### src/rtl/ivector_queue.sv
// ivector_queue: small FIFO that accepts paired (meth, v) requests on the say
// port and re-issues them in order as heard indications when the respond rule
// is enabled. Tracks occupancy and a wrapping count of delivered indications.
module ivector_queue #(
  parameter int WIDTH = 192,
  parameter int DEPTH = 4,
  parameter int CNTW  = 16
) (
  input  logic                     CLK,
  input  logic                     nRST,
  input  logic                     say__ENA,
  input  logic [WIDTH-1:0]         say_meth,
  input  logic [WIDTH-1:0]         say_v,
  output logic                     say__RDY,
  output logic                     ind_heard__ENA,
  output logic [WIDTH-1:0]         ind_heard_heard_meth,
  output logic [WIDTH-1:0]         ind_heard_heard_v,
  input  logic                     ind_heard__RDY,
  input  logic                     rule_enable,
  output logic                     rule_ready,
  output logic [$clog2(DEPTH):0]   count,
  output logic [CNTW-1:0]          delivered
);

  localparam int AW = $clog2(DEPTH);
  localparam logic [AW:0]     FULL_CNT = (AW+1)'(DEPTH);
  localparam logic [AW:0]     CNT_ONE  = (AW+1)'(1);
  localparam logic [AW-1:0]   PTR_ONE  = AW'(1);
  localparam logic [CNTW-1:0] DLV_ONE  = CNTW'(1);

  // Entry storage: meth in the upper half, v in the lower half.
  logic [2*WIDTH-1:0] mem [DEPTH];

  logic [AW-1:0]   head_reg, head_next;
  logic [AW-1:0]   tail_reg, tail_next;
  logic [AW:0]     count_reg, count_next;
  logic [CNTW-1:0] delivered_reg, delivered_next;
  // Held low through reset so say__RDY stays low until the first clock after release.
  logic            live_reg;

  logic            enq;
  logic            deq;
  logic [2*WIDTH-1:0] head_entry;

  // Handshake decode; readiness depends on registered state only.
  assign say__RDY       = live_reg && (count_reg != FULL_CNT);
  assign rule_ready     = (count_reg != '0) && ind_heard__RDY;
  assign ind_heard__ENA = rule_enable && rule_ready;
  assign enq            = say__ENA && say__RDY;
  assign deq            = ind_heard__ENA;

  assign head_entry           = mem[head_reg];
  assign ind_heard_heard_meth = (count_reg != '0) ? head_entry[2*WIDTH-1:WIDTH] : '0;
  assign ind_heard_heard_v    = (count_reg != '0) ? head_entry[WIDTH-1:0]       : '0;

  assign count     = count_reg;
  assign delivered = delivered_reg;

  // Next-state for pointers, occupancy and the delivered counter.
  always_comb begin
    head_next      = head_reg;
    tail_next      = tail_reg;
    count_next     = count_reg;
    delivered_next = delivered_reg;
    if (enq) begin
      tail_next = tail_reg + PTR_ONE;
    end
    if (deq) begin
      head_next      = head_reg + PTR_ONE;
      delivered_next = delivered_reg + DLV_ONE;
    end
    case ({enq, deq})
      2'b10:   count_next = count_reg + CNT_ONE;
      2'b01:   count_next = count_reg - CNT_ONE;
      default: count_next = count_reg;
    endcase
  end

  // Control state register with asynchronous clear.
  always_ff @(posedge CLK or negedge nRST) begin
    if (!nRST) begin
      head_reg      <= '0;
      tail_reg      <= '0;
      count_reg     <= '0;
      delivered_reg <= '0;
      live_reg      <= 1'b0;
    end else begin
      head_reg      <= head_next;
      tail_reg      <= tail_next;
      count_reg     <= count_next;
      delivered_reg <= delivered_next;
      live_reg      <= 1'b1;
    end
  end

  // Storage write at the tail; contents need no reset since count gates visibility.
  always_ff @(posedge CLK) begin
    if (enq) begin
      mem[tail_reg] <= {say_meth, say_v};
    end
  end

endmodule

### config.mk
export PLATFORM = sky130hd
export DESIGN_NAME = ivector_queue
export DESIGN_NICKNAME = d
export VERILOG_FILES = /design/src/rtl/ivector_queue.sv
export SDC_FILE = /design/constraint.sdc
export NUM_CORES = 1
export LEC_CHECK = 0
export CAP_MARGIN = 20
export CORE_MARGIN = 1.5
export CORE_UTILIZATION = 55
export CTS_CLUSTER_DIAMETER = 120
export DETAILED_ROUTE_END_ITERATION = 12
export PLACE_DENSITY_LB_ADDON = 0.2
export SETUP_SLACK_MARGIN = 0.02
export SLEW_MARGIN = 10
export SYNTH_ARGS = -nofsm -noshare
export SYNTH_HDL_FRONTEND = slang
export SYNTH_SLANG_ARGS = --single-unit
### constraint.sdc
create_clock -name CLK -period 14.2 [get_ports CLK]
set_input_delay 4.26 -clock CLK [delete_from_list [all_inputs] [get_ports CLK]]
set_output_delay 4.26 -clock CLK [all_outputs]
set_load 0.01 [all_outputs]
==> out/results.ini <==
[setup_path]
critPathLaunchType=input port
path_max_fanout=6
cp_top_family=buffers and inverters
r2r-end=mem[1][282]
cpPeakStageDelay_ns=0.64
path_buf_inv=3
worstSetupPathType=input port to output port
worstPathCellList=clkdlybuf4s50_1, o311ai_4, inv_1, clkdlybuf4s50_1
rrSetupSlack_ns=10.15
crit_slowest_cell=clkdlybuf4s50_1
cp-end-kind=output port
critical_path.most_common_cell=clkdlybuf4s50_1
reg2reg_depth=5
critPathRequiredTime_ns=9.94
reg2reg_from=count[1]
cp_data_arrival_time_ns=5.83
crit_cells=4

[floorplan]
fp-row-count=120
ios=795
dieHeight_um=331
die_x_um=331
dieArea_um2=110000
initial_core_util=0.554
core-area_um2=107000

[synth]
syn_area_um2=59200
synth_area_leaders=edfxtp_1 78%, mux4_2 15%, nor2b_1 4.1%
syn-num-nets=2927
syn_avg_cell_area_um2=23.4
yosysTopAreaCellShare=0.779
async_reset_ff_frac=0.0154
syn_inst=2531
yosys_register_bits=1560
synth_edf_count=1536
ys_types=28
yosys.area.top_type=edfxtp_1
ys.flop_type=edfxtp_1
synth_most_common_cell=edfxtp_1
synth_warnings=0
synth-seq-area-share=0.790
netlist_top_cells_count=1,536 x edfxtp_1, 384 x mux4_2, 384 x nor2b_1

[place]
portBuffers=794
hpwl_um=78000
dp.cells=4622
gp_congestion=0.826

[grt]
grt.overflow.total=0
top_usage_layer=met2
antenna_found_initial=42
grt_pass1_wl_um=188000
groute.layer.met1.usage=0.294
grt_pass1_vias=29324
grt_use_met2=0.385
grt_max_degree=175
use_met3=0.0833
grtUsageTotal=0.235

[timing]
finalMaxSlewViolations=0
setup_tns_ns=0
period_minus_slack_ns=10.09
hold_violations=0
fmax_ghz=0.0991
max_slew_margin=0.176
tightest_slew_ns=1.24
period_share=0.711
rsz0062_at_grt=false
clock_skew_ns=0.0366
setup_viol=0

[drt]
drtAntennaViolNets=0
drtIter0Drc=2006
routed_wl_um=130000
drc=0
drtPass1Iterations=7
wl_per_cell_um=26.4
via_per_inst=5.72
vias=28256

[finish]
fillers=6638
multi_input_area_um2=11600
drive_gt1_frac=0.179
final_core_util=0.686
largest_reg_flops=1536
final_cells=4940
regArea_um2=46700
finalNetCount=3772
syn_to_final_growth_pct=23.8

[worst_hold_path]
holdPathEnd=delivered[15]
hold_depth=1
min_from=delivered[15]
hp-class=register to register

[cts]
cts_buffers=155
cts_buffer_depth=3
ctsResizeCount=0
post_cts_buffers=0
htree_levels=4
postCtsHoldBufs=0
cts-root-buf=clkbuf_16
cts_tree=done
clock-sinks=1560
clk_pin_slew_ns=0.06
clk_latency_ns=0.76

[outcome]
outcome=finished, final reports clean

[pwr]
leakagePower_nw=23.5
power.density_nw_per_um2=204
irDropWorstVdd_mv=0.206

[job]
maxCapViolCount=0

stage by stage:
step | setup slack, ns | power (mW) | hold WS [ns] | area (µm²)
2_1_floorplan | 0.411 | 8.91 | 0.508 | 59200
3_3_place_gp | 4.13 | 11.2 | 0.460 | 68400
3_5_place_dp | 4.11 | 11.2 | 0.478 | 68400
4_1_cts | 4.10 | 15.1 | 0.487 | 73200
5_1_grt | 4.06 | 15.6 | 0.512 | 73300
6_report | 4.11 | 14.9 | 0.487 | 73300
how the worst max path moves through the flow:
stage                startpoint             end  slack, ns
floorplan              say__ENA       mem[0][0]       0.41
global placement    rule_enable  ind_heard__ENA       4.13
detailed placement  rule_enable  ind_heard__ENA       4.11
CTS                 rule_enable  ind_heard__ENA       4.10
global route        rule_enable  ind_heard__ENA       4.06
finish              rule_enable  ind_heard__ENA       4.11
logic make-up (layout without fill, tap and decap cells):
kind of cell	after synthesis	in the layout	share of synthesized area
adder cells (fa/ha/maj)	7	7	0.00161
flip-flops	1560	1560	0.790
AND/OR/NAND/NOR	415	415	0.0436
buffers and inverters	137	1112	0.0146
AO/OA/AOI/OAI	3	3	0.000782
multiplexers	387	387	0.147
XOR/XNOR	21	21	0.00311
other	1	32	0.0000634
placed cells by master, fill, tap and decap left out, drive strengths merged, types with 2 or more instances in the layout:
master	synthesis	final
dfrtp	24	24
xnor2	16	16
buf	82	23
clkinv	0	74
edfxtp	1536	1536
nor2b	384	384
clkdlybuf4s50	0	793
xor2	5	5
inv	9	20
mux4	384	384
nand3	9	9
clkinvlp	0	5
ha	6	6
clkbuf	46	190
nand2	6	6
diode	0	31
nor3	3	3
nor2	3	3
and3	8	8
bufinv	0	7
mux2	2	2
area by class of cell:
type,count,area share
clock buffer,190,0.0554
tap,1403,0.0240
inverter,9,0.000461
sequential,1560,0.638
antenna,31,0.00106
clock inverter,97,0.00992
timing repair buffer,816,0.113
multi-input combinational,834,0.158
power by group:
group / switching [mW] / total (mW) / internal [mW]
sequential: 0.168 / 5.76 / 5.60
clock: 1.67 / 3.84 / 2.17
combinational: 2.50 / 5.32 / 2.81
metal layers:
layer  vias to the layer above  wire length (µm)
met5                         -               261
met4                        40              3300
met1                     14858             47500
met2                       976             66800
li1                      12158                 -
met3                       224             12500
(Power assumes the default switching activity.)
